[src/rtl/pit_pkg.sv]
// Register map, CTRL bit positions and small helpers shared by the PIT block.
// Build option: PIT_PRESCALER_EN enables the clock prescaler (see pit16_wb).
package pit_pkg;

  localparam logic [31:0] PIT_BASE_ADDR = 32'hF000_000C;
  localparam logic [31:0] PIT_CTRL_OFS  = 32'h0000_0000;
  localparam logic [31:0] PIT_COUNT_OFS = 32'h0000_0002;

  localparam int PIT_EN_BIT   = 0;
  localparam int PIT_PER_BIT  = 1;
  localparam int PIT_IEN_BIT  = 2;
  localparam int PIT_PEND_BIT = 15;

  typedef struct packed {
    logic pend;
    logic ien;
    logic per;
    logic en;
  } pit_ctrl_t;

  // CTRL as seen on the bus; unimplemented bits read 0.
  function automatic logic [15:0] pit_ctrl_word(input pit_ctrl_t c);
    logic [15:0] w;
    w               = '0;
    w[PIT_EN_BIT]   = c.en;
    w[PIT_PER_BIT]  = c.per;
    w[PIT_IEN_BIT]  = c.ien;
    w[PIT_PEND_BIT] = c.pend;
    return w;
  endfunction

  function automatic logic [15:0] pit_merge(input logic [15:0] old_val,
                                            input logic [15:0] new_val,
                                            input logic [1:0]  sel);
    return {sel[1] ? new_val[15:8] : old_val[15:8],
            sel[0] ? new_val[7:0]  : old_val[7:0]};
  endfunction

endpackage

[src/rtl/pit_prescaler.sv]
// Divides clk into a one-cycle tick every PRESCALE cycles while en is high.
// rst is active-low and asynchronous; clr restarts the division from zero.
module pit_prescaler #(
  parameter int PRESCALE = 100
) (
  input  logic clk,
  input  logic rst,
  input  logic en,
  input  logic clr,
  output logic tick
);

  localparam logic [15:0] LAST = 16'(PRESCALE - 1);

  logic [15:0] cnt;

  always_ff @(posedge clk or negedge rst) begin
    if (!rst) begin
      cnt <= '0;
    end else if (clr || !en || cnt == LAST) begin
      cnt <= '0;
    end else begin
      cnt <= cnt + 16'd1;
    end
  end

  assign tick = en && (cnt == LAST);

endmodule

[src/rtl/pit16_wb.sv]
// 16-bit Wishbone programmable interval timer with level interrupt output.
// Build option: PIT_PRESCALER_EN instantiates pit_prescaler; otherwise every enabled cycle ticks.
module pit16_wb
  import pit_pkg::*;
#(
  parameter int PRESCALE = 100
) (
  input  logic        clk_i,
  input  logic        rst_i,
  input  logic        wb_cyc_i,
  input  logic        wb_stb_i,
  input  logic        wb_we_i,
  input  logic [31:0] wb_adr_i,
  input  logic [1:0]  wb_sel_i,
  input  logic [15:0] wb_dat_i,
  output logic [15:0] wb_dat_o,
  output logic        wb_ack_o,
  output logic        irq_o
);

  // Handshake: a request is cyc & stb; it is accepted on the edge that raises
  // the registered ack, ack drops on the following edge, so every access takes
  // two cycles and write side effects commit on the accepting edge.
  logic acc, sel_count, wr_ctrl, wr_reload, rd;
  assign acc       = wb_cyc_i & wb_stb_i & ~wb_ack_o;
  assign sel_count = (wb_adr_i[1] == PIT_COUNT_OFS[1]);
  assign wr_ctrl   = acc & wb_we_i & ~sel_count;
  assign wr_reload = acc & wb_we_i & sel_count;
  assign rd        = acc & ~wb_we_i;

  pit_ctrl_t   ctrl, ctrl_d;
  logic [15:0] reload, reload_d, count, count_d, new_reload;
  logic        tick, expire, en_rise, pend_clr, presc_clr;

  assign new_reload = pit_merge(reload, wb_dat_i, wb_sel_i);
  assign en_rise    = wr_ctrl & wb_sel_i[0] & wb_dat_i[PIT_EN_BIT] & ~ctrl.en;
  assign pend_clr   = wr_ctrl & wb_sel_i[1] & wb_dat_i[PIT_PEND_BIT];
  assign presc_clr  = wr_reload | en_rise;
  assign expire     = tick & (count == 16'd0);

`ifdef PIT_PRESCALER_EN
  pit_prescaler #(.PRESCALE(PRESCALE)) u_prescaler (
    .clk  (clk_i),
    .rst  (rst_i),
    .en   (ctrl.en),
    .clr  (presc_clr),
    .tick (tick)
  );
`else
  logic unused_cfg;
  assign tick       = ctrl.en;
  assign unused_cfg = presc_clr ^ (PRESCALE > 0);
`endif

  logic unused_adr;
  assign unused_adr = ^{wb_adr_i[31:2], wb_adr_i[0]};

  // Later assignments take priority: bus writes override the tick update,
  // while expiry still sets PEND regardless of a concurrent clear.
  always_comb begin
    ctrl_d   = ctrl;
    reload_d = reload;
    count_d  = count;
    if (tick) begin
      if (count != 16'd0) begin
        count_d = count - 16'd1;
      end else if (ctrl.per) begin
        count_d = reload;
      end else begin
        ctrl_d.en = 1'b0;
      end
    end
    if (expire) begin
      ctrl_d.pend = 1'b1;
    end else if (pend_clr) begin
      ctrl_d.pend = 1'b0;
    end
    if (wr_ctrl && wb_sel_i[0]) begin
      ctrl_d.en  = wb_dat_i[PIT_EN_BIT];
      ctrl_d.per = wb_dat_i[PIT_PER_BIT];
      ctrl_d.ien = wb_dat_i[PIT_IEN_BIT];
    end
    if (en_rise) begin
      count_d = reload;
    end
    if (wr_reload) begin
      reload_d = new_reload;
      count_d  = new_reload;
    end
  end

  always_ff @(posedge clk_i or negedge rst_i) begin
    if (!rst_i) begin
      ctrl     <= '0;
      reload   <= '0;
      count    <= '0;
      wb_ack_o <= 1'b0;
      wb_dat_o <= '0;
      irq_o    <= 1'b0;
    end else begin
      ctrl     <= ctrl_d;
      reload   <= reload_d;
      count    <= count_d;
      wb_ack_o <= wb_cyc_i & wb_stb_i & ~wb_ack_o;
      irq_o    <= ctrl.pend & ctrl.ien;
      if (rd) begin
        wb_dat_o <= sel_count ? count : pit_ctrl_word(ctrl);
      end
    end
  end

endmodule

[config.mk]
export PLATFORM = sky130hd
export DESIGN_NAME = pit16_wb
export DESIGN_NICKNAME = d
export VERILOG_FILES = /design/src/rtl/pit_pkg.sv /design/src/rtl/pit_prescaler.sv /design/src/rtl/pit16_wb.sv
export SDC_FILE = /design/constraint.sdc
export NUM_CORES = 1
export LEC_CHECK = 0
export CORE_MARGIN = 1.5
export CORE_UTILIZATION = 31
export CTS_CLUSTER_DIAMETER = 40
export DETAILED_ROUTE_END_ITERATION = 16
export PLACE_DENSITY = 0.56
export SLEW_MARGIN = 15
export SYNTH_ARGS = -nofsm -noshare
export SYNTH_HDL_FRONTEND = slang
export SYNTH_SLANG_ARGS = --single-unit
export TNS_END_PERCENT = 20
[constraint.sdc]
create_clock -name clk_i -period 2.5 [get_ports clk_i]
set_clock_uncertainty 0.05 [all_clocks]
set_input_delay 0.5 -clock clk_i [delete_from_list [all_inputs] [get_ports clk_i]]
set_output_delay 0.5 -clock clk_i [all_outputs]
set_load 0.01 [all_outputs]
==> flow_metrics.tcl <==
set metrics [dict create \
    worstSetupPathType "in2reg" \
    synth_cells 305 \
    async_flop_share_pct 100.0 \
    use_met1_pct 22.00 \
    yosys.area_share.simple_pct 23.01 \
    cp_slowest_stage_delay_ns 0.54 \
    clock_sinks 54 \
    synth-seq-cells 54 \
    muxShareOfSynthArea_pct 5.653 \
    final_nets 420 \
    tns_ns 0 \
    dpl.hpwl_um 5381 \
    fmax_mhz 446.4 \
    insertion_delay_ns 0.30 \
    yosysSeqAreaShare_pct 47.33 \
    grt_antenna_before_repair 0 \
    critical_path.top_delay_family "simple AND/OR/NAND/NOR gates" \
    dieHeight_um 98.97 \
    nFillCells 899 \
    use_met3_pct 2.411 \
    start_util_pct 32.42 \
    crit_chain "clkdlybuf4s50_1, nand4b_1, or4_4, nand3_2, nand2_1, o221ai_1, a211oi_1" \
    synth-compound-area-share_pct 17.88 \
    regArea_um2 1351 \
    cts_root_buffer "clkbuf_8" \
    synthXorXnorAreaFrac_pct 0.6135 \
    dieArea_um2 9795 \
    violations "design-rule violations" \
    chipWidth_um 98.97 \
    synth_top_family_by_area "simple AND/OR/NAND/NOR gates" \
    setup_viol 0 \
    grt_use_total_pct 15.49 \
    cp_slowest_cell "or4_4" \
    hold_class "in2async" \
    clockBufferDepth 2 \
    synth_area_um2 2855 \
    cts_tree "done" \
    synthFlopType "dfrtp_1" \
    cp_data_arrival_time_ns 2.36 \
    relSlewSlack_pct 63.29 \
    crit_buf_inv 1 \
    worst_slack_ns 0.2596 \
    overflow 0 \
    end_kind "register" \
    cts_buffers 5 \
    vias 2417 \
    cp-start-kind "primary input" \
    rows 34 \
    dr.first_iter.drc_count 183 \
    cap_violations 0 \
    postRouteAntennaNets 0 \
    pin_count 73 \
    min_period_ns 2.240 \
    finalHoldViolCount 0 \
    area_delta_synth_final_pct 27.13 \
    final_core_util_pct 41.22 \
    place_ws_ns -0.07609 \
    viasPerCell 5.132 \
    p_leak_nw 1.538 \
    synth_edf_count 0 \
    synthAdderAreaFrac_pct 0.8764 \
    portBuffers 41 \
    peakVddDrop_uv 261.8 \
    place.gp.congestion 0.8665 \
    coreArea_um2 8806 \
    worst_hold_slack_ns 0.1212 \
    wl_per_cell_um 14.90 \
    fin_crit_sh_pct 89.62 \
    synth_cell_types 55 \
    drt-total-wl_um 7016 \
    required_ns 2.62 \
    synth_area_per_cell_um2 9.361 \
    rsz0062_at_grt "no" \
    clk_pin_slew_worst_paths_ns 0.10 \
    status "finished, violations left" \
    synth_warnings 0 \
    grt_busiest_layer "met2" \
    drc_errors 4 \
    drive_above_1_share_pct 15.98 \
    multi_input_area_um2 1378 \
    htreeDepth 2 \
    grt_max_degree 33 \
    dr.pass1.iters 10 \
    globalRouteMet2Util_pct 24.35 \
    diodes 0 \
    crit_path_max_fanout 5 \
    hold_buffers 0 \
    worst_pin_slew_ns 0.5507 \
    p_per_area_nw_per_um2 860.6 \
    grt_pass1_wl_um 11990 \
    syn_nets 362 \
    slew_violations 0 \
    grt_pass1_vias 2345 \
]
layer usage:
layer	part of all wire, %	wire length, um	vias up
met4	0.91	64	0
met5	0	0	-
li1	-	-	1206
met3	3.7	263	4
met2	47	3312	53
met1	48	3376	1154
layout make-up:
| class | instances | share of cell area (%) |
|---|---|---|
| Timing Repair Buffer | 66 | 17.37 |
| Inverter | 6 | 0.6205 |
| Sequential cell | 54 | 37.23 |
| Tap cell | 108 | 3.723 |
| Multi-Input combinational cell | 230 | 37.95 |
| Clock inverter | 1 | 0.8273 |
| Clock buffer | 6 | 2.275 |
timing repair:
item	CTS	global route
setup endpoints to repair	0	6
resized for setup	0	1
setup buffers	0	0
logic make-up (layout without fill, tap and decap cells):
family	after synthesis	in the layout
buffers and inverters	21	79
AND/OR/NAND/NOR	130	130
adder cells (fa/ha/maj)	2	2
AO/OA/AOI/OAI	81	81
XOR/XNOR	2	2
flip-flops	54	54
multiplexers	15	15
final timing paths:
check	endpoint	from	slack, ns	cells past startpoint
max	count[13]	wb_we_i	0.26	7
min	tick	rst_i	0.12	1
max reg2reg	count[9]	count[1]	0.27	8
min reg2reg	reload[7]	reload[7]	0.42	2
max in group asynchronous	count[8]	rst_i	1.71	2
min in group clk_i	reload[7]	reload[7]	0.42	2
power by group:
part	leakage, nW	internal [mW]	total, mW	switching, mW
clock	0.0573	0.321	0.595	0.274
sequential	0.690	1.13	1.42	0.290
combinational	0.791	0.560	1.11	0.551
total	1.54	2.01	3.12	1.11
cell usage in the layout, fill, tap and decap left out, drive strengths merged, types with 2 or more instances in the layout:
master,Yosys,layout
nand2,67,67
dfrtp,54,54
o21ai,41,41
clkdlybuf4s50,0,40
buf,8,26
nor2,18,18
nand3,10,10
mux2,9,9
inv,6,6
mux2i,6,6
a21oi,6,6
clkbuf,7,6
nor3,6,6
nor4,6,6
a31oi,5,5
nor3b,4,4
o221ai,4,4
o22ai,4,4
and3,4,4
and2,3,3
o21a,3,3
a211oi,3,3
nand4b,2,2
nand3b,2,2
o211ai,2,2
nand2b,2,2
a21boi,2,2
o31ai,2,2
ha,2,2
or4,2,2
synth_stat cells (2+ instances only):
cell type	instances	area (um2)
ha_1	2	25.02
and2_1	3	18.77
nor2_1	16	60.06
a21oi_1	6	30.03
o21ai_1	6	30.03
a21boi_0	2	15.01
o31ai_1	2	15.01
a211oi_1	3	22.52
buf_6	7	78.83
o22ai_1	4	25.02
o21a_1	3	22.52
mux2_2	9	101.4
o21ai_2	3	26.28
a31oi_1	5	31.28
nand2b_1	2	12.51
o211ai_1	2	15.01
nand3_1	9	45.04
nor4_1	5	31.28
clkbuf_1	7	26.28
o21ai_0	32	160.2
nor3_1	5	25.02
o221ai_1	4	35.03
mux2i_1	6	60.06
inv_1	6	22.52
nor3b_1	4	30.03
dfrtp_1	54	1351
nand2_1	66	247.7
and3_1	3	18.77
nand4b_1	2	17.52
nand3b_1	2	15.01
stage by stage:
step | area [um2] | total power [mW] | cells
detailed placement | 3511 | 2.547 | 464
global route | 3630 | 3.367 | 471
global placement | 3511 | 2.527 | 464
floorplan | 2855 | 2.046 | 305
CTS | 3623 | 3.150 | 471
finish | 3630 | 3.124 | 471
registers in the layout (all words and copies together), names as in the netlist:
register	count
tick	1
wb_ack_o	1
count	16
wb_dat_o	16
ctrl	3
reload	16
irq_o	1
No activity file was read; power rests on OpenSTA's default activity.
==> RTL edit 1: new RTL, same flow settings <==
The option `PIT_PRESCALER_EN` is turned on by a define.
--- a/src/rtl/pit16_wb.sv
+++ b/src/rtl/pit16_wb.sv
@@ -1,5 +1,7 @@
 // 16-bit Wishbone programmable interval timer with level interrupt output.
 // Build option: PIT_PRESCALER_EN instantiates pit_prescaler; otherwise every enabled cycle ticks.
+`define PIT_PRESCALER_EN
+
 module pit16_wb
   import pit_pkg::*;
 #(
Function: changed (Yosys sat finds a counterexample within 4 cycles, from zero or initial values and one cycle with rst_i low).
==> RTL edit 1 against the unedited design <==
  * Worst hold slack worse by 0.0046 ns
  * Sequential cell count up 16
  * Wire length is 25% higher
  * Final cell count grew 26%
  * Sequential share of layout area increased by 0.49 points
  * Area after synthesis rose by 27%
  * Total power grew 27%
  * Global-route usage shrank 0.40 points
  * Core utilization down 0.54 points
  * Register-to-register slack got worse by 0.12 ns
  * Cell area up 28%
  * Setup slack worse by 0.11 ns
==> RTL edit 1: results (changes against the unedited design) <==
Worst Tran Pin Value=0.5980 ns (+0.04734 ns); Reg2Reg Depth=8 (unchanged); gpl congestion=0.8674 (+0.10%); Commonest cells post-synth=70 x dfrtp_1, 70 x nand2_1, 44 x o21ai_0; sequential area share after synthesis=48.29% (+0.97 points); global-route wire length before repair=14,610 µm (+22%); worst endpoint data arrival time=2.52 ns (+0.16 ns); Worst path slowest cell=dfrtp_1; Distinct cells, synth=53 (-3.6%); Area contributors post-synth=dfrtp_1 48%, nand2_1 7.2%, o21ai_0 6.1%, mux2i_1 4.7%, nor2_1 3.8%; Num CTS Buffers=9 (+4); status=finished, final reports clean; DR WL/cell=14.77 µm (-0.84%); asr flop ratio synth=100.0% (unchanged); net count after synthesis=446 (+23%); R2R Path End=count[4]; clock transition at the registers of the reported paths=0.06 ns (-0.04 ns); crit-path max FO=24 (+19); Final #Nets=504 (+20%); CP max stage delay=0.39 ns (-0.15 ns); vias in the first global route=2,816 (+20%); R2R Setup Slk=0.15 ns (-0.12 ns); pin count of the biggest net entering global routing=47 (+42%); initial DRC count=159 (-13%); worst hold path class=primary input to async pin; r2r startpoint=u_prescaler.cnt[0]; Worst VDD drop=309.5 µV (+18%); Via density=4.958 (-3.4%); clock root buffer=clkbuf_16; CTS resizes=0 (unchanged); Max clock buf depth=2 (unchanged); Clk Latency, worst-skew pair=0.34 ns (+0.04 ns); All-Layer GR Usage=15.09% (-0.40 points); Yosys warning count=0 (unchanged); antenna violations before repair=0 (unchanged); HPWL Detailed=6362 µm (+18%); post-CTS setup buffers=0 (unchanged); H-tree depth=3 (+1); Port Buf Inserts=41 (unchanged); P_leak=0.002013 µW (+31%); share of cells above drive strength 1=13.08% (-2.9 points); ant diodes=0 (unchanged); Placement Cell Area=4343 µm² (+24%); DRT Pass-1 Iters=4 (-6)
## RTL edit 1: cell count changes after synthesis, sizes merged, moves of 8 or more
cell / change
nor2: +20
mux2i: +11
xnor2: +11
xor2: +8
dfrtp: +16
## RTL edit 1: kinds of logic (layout without fill, tap and decap cells)
logic type | after synthesis | after routing | synth area share, %
buffers and inverters | 28 | 91 | 3.622
AO/OA/AOI/OAI | 87 | 87 | 15.28
multiplexers | 19 | 19 | 5.312
XOR/XNOR | 21 | 21 | 5.071
adder cells (fa/ha/maj) | 3 | 3 | 1.035
AND/OR/NAND/NOR | 160 | 160 | 21.39
flip-flops | 70 | 70 | 48.29
## RTL edit 1: worst max-delay path by stage
stage,depth (start not counted),startpoint,slack (ns),endpoint
floorplan,8,wb_stb_i,0.43,count[12]
global placement,8,wb_stb_i,0.04,count[2]
detailed placement,8,wb_stb_i,-0.001,count[6]
CTS,8,u_prescaler.cnt[0],0.15,count[6]
global route,8,u_prescaler.cnt[0],0.0002,count[4]
finish,8,u_prescaler.cnt[0],0.15,count[4]
## RTL edit 1: area by class of cell
class | instances | area, µm²
Clock buffer | 12 | 256.5
Tap cell | 143 | 178.9
Fill cell | 1186 | 6774
Timing Repair Buffer | 67 | 638.1
Clock inverter | 4 | 45.04
Sequential cell | 70 | 1752
Inverter | 8 | 30.03
Multi-Input combinational cell | 290 | 1744
## RTL edit 1: power breakdown
part / leakage (µW) / switching [µW] / total [µW] / internal, µW
clock network: 0.000152 / 474 / 1300 / 821
logic: 0.000960 / 505 / 1050 / 546
registers: 0.000900 / 241 / 1620 / 1380
total: 0.00201 / 1220 / 3970 / 2750
## RTL edit 1: through the flow
step	hold WS [ns]	instances	worst slack (ns)	power, µW
3_5_place_dp	0.4072	578	-0.001069	2687
4_1_cts	0.1406	594	0.1469	3989
6_report	0.1166	594	0.1504	3965
3_3_place_gp	0.4052	578	0.03750	2661
2_1_floorplan	0.1544	388	0.4256	2221
5_1_grt	0.1610	594	0.0002247	4219
## RTL edit 1: critical path: cells and delay by family (launching register included)
kind | cells | cell delay (ns)
fa+ha+maj | 1 | 0.29
flops | 1 | 0.39
buf+inv | 1 | 0.18
simple gates | 3 | 0.87
compound gates | 3 | 0.45
## RTL edit 1: layer usage
metal / GRT usage, % / wire length, µm / up-vias / part of all wire [%]
li1: - / - / 1470 / -
met1: 21.81 / 4377 / 1401 / 50
met2: 21.55 / 3857 / 58 / 44
met3: 3.390 / 323 / 16 / 3.7
met4: 6.582 / 215 / 0 / 2.5
met5: 0 / 0 / - / 0
==> RTL edit 2: new RTL, same settings <==
Without the edit above. Reset style: synchronous (`rst_i`), changed in one clocked block. Comments in the files are not updated.
--- a/src/rtl/pit16_wb.sv
+++ b/src/rtl/pit16_wb.sv
@@ -89,7 +89,7 @@
     end
   end
 
-  always_ff @(posedge clk_i or negedge rst_i) begin
+  always_ff @(posedge clk_i) begin
     if (!rst_i) begin
       ctrl     <= '0;
       reload   <= '0;
Behaviour: differs if rst_i is asserted again (counterexample within 4 cycles, from zero or initial values and one cycle with rst_i low); with rst_i held inactive, the same outputs for 10 cycles.
==> RTL edit 2 against the unedited design <==
  * Wire length increased by 6.7%
  * Critical path depth up 1
  * Non-clock buffer count up 1
  * Area after synthesis fell by 1.8%
  * Maximum frequency rose by 1.1%
  * Setup slack improved by 0.024 ns
  * Cell area shrank 2.1%
  * Final cell count grew 2.8%
  * Sequential cell count unchanged
Power is not compared: it rests on default switching activity, and its combinational part moved more than twofold at a synthesized area within 25%.
==> RTL edit 2: results (changes against the unedited design) <==
status=finished, final reports clean; Via density=5.262 (+2.5%); All-Layer GR Usage=15.82% (+0.32 points); Yosys warning count=0 (unchanged); Area contributors post-synth=dfxtp_1 39%, nand2_1 7.2%, a21boi_0 7.0%, clkbuf_1 2.9%, mux2i_1 2.9%; net count after synthesis=384 (+6.1%); Fillers=925 (+2.9%); gpl congestion=0.8211 (-5.2%); sequential area share after synthesis=38.55% (-8.8 points); Synth Area in XOR/XNOR=3.124% (+2.5 points); crit-path max FO=13 (+8); adder-cell share of the synthesized area=0.8925% (+0.016 points); DRT Pass-1 Iters=4 (-6); H-tree depth=2 (unchanged); Final #Nets=432 (+2.9%); asr flop ratio synth=0% (-100 points); worst hold path class=flop to flop; HPWL Detailed=5384 µm (about the same); post-CTS setup buffers=0 (unchanged); Distinct cells, synth=54 (-1.8%); pin count of the biggest net entering global routing=56 (+70%); clock transition at the registers of the reported paths=roughly 0.09 ns; delay-heaviest family, CP=compound AO/OA/AOI/OAI gates; top flop regs=count (16), reload (16), wb_dat_o (16); vias in the first global route=2,498 (+6.5%); P_leak=about 0.0013 µW; ant diodes=0 (unchanged); compound-cell area share of the yosys netlist=23.96% (+6.1 points); Worst path slowest cell=o21ai_2; antenna violations before repair=0 (unchanged); Num CTS Buffers=5 (unchanged); Commonest cells post-synth=54 x dfxtp_1, 54 x nand2_1, 26 x a21boi_0; global-route wire length before repair=12,470 µm (+4.0%); Max clock buf depth=2 (unchanged); DR WL/cell=15.46 µm (+3.8%); Port Buf Inserts=41 (unchanged); Worst VDD drop=223.4 µV; Slew HR=65.40% (+2.1 points); clock root buffer=clkbuf_8; CTS resizes=0 (unchanged); share of cells above drive strength 1=13.56% (-2.4 points); initial DRC count=134 (-27%); CP max stage delay=0.44 ns (-0.10 ns); mux cell area share after synthesis=5.266% (-0.39 points); worst endpoint data arrival time=2.40 ns (+0.04 ns); Clk Latency, worst-skew pair=between 0.3 and 0.4 ns; Setup Viol. Count Final=0 (unchanged)
==> RTL edit 2: worst min-delay path, stage by stage, from the launching register on <==
cell and delay [ns]:
dfxtp_1 0.32, nand2_1 0.05, a21boi_0 0.06
==> RTL edit 2: worst paths after layout <==
path / start / end / slack (ns) / depth (start not counted)
worst max-delay path: count[1] / count[6] / 0.28 / 8
worst min-delay path: wb_dat_o[5] / wb_dat_o[5] / 0.42 / 2
worst max register to register: count[1] / count[6] / 0.28 / 8
worst min register to register: wb_dat_o[5] / wb_dat_o[5] / 0.42 / 2
==> RTL edit 2: final cells by class <==
class                      instances  area share [%]
clock buffer                       5           1.937
clock inverter                     3           1.127
inverter                           4          0.4227
multi-input combinational        243           44.87
sequential                        54           30.43
tap                              108           3.804
timing repair buffer              67           17.40
==> RTL edit 2: per-stage QoR <==
stage | cell area, µm² | setup WS (ns) | instances
final | 3552 | 0.2833 | 484
after global placement | 3443 | 0.02801 | 476
after detailed placement | 3443 | -0.009786 | 476
after global routing | 3552 | 0.1144 | 484
after CTS | 3552 | 0.2767 | 484
after floorplan | 2804 | 0.4119 | 327
==> RTL edit 2: kinds of logic after synthesis <==
logic type	count (synthesis)
multiplexers	14
adder cells (fa/ha/maj)	2
AO/OA/AOI/OAI	93
AND/OR/NAND/NOR	124
buffers and inverters	30
XOR/XNOR	10
flip-flops	54
==> RTL edit 2: layer usage <==
metal	wire length, µm	share of wire (%)	up-vias	global-route usage [%]
li1	-	-	1285	-
met1	3789	51	1179	22.92
met5	0	0	-	0
met2	3161	42	75	23.61
met3	449	6.0	8	3.150
met4	82	1.1	0	4.725
==> RTL edit 2: where the power goes <==
group          switching [µW]  internal, µW
Combinational             277           276
Clock                     290           295
Sequential               36.5           882
Total                     603          1450
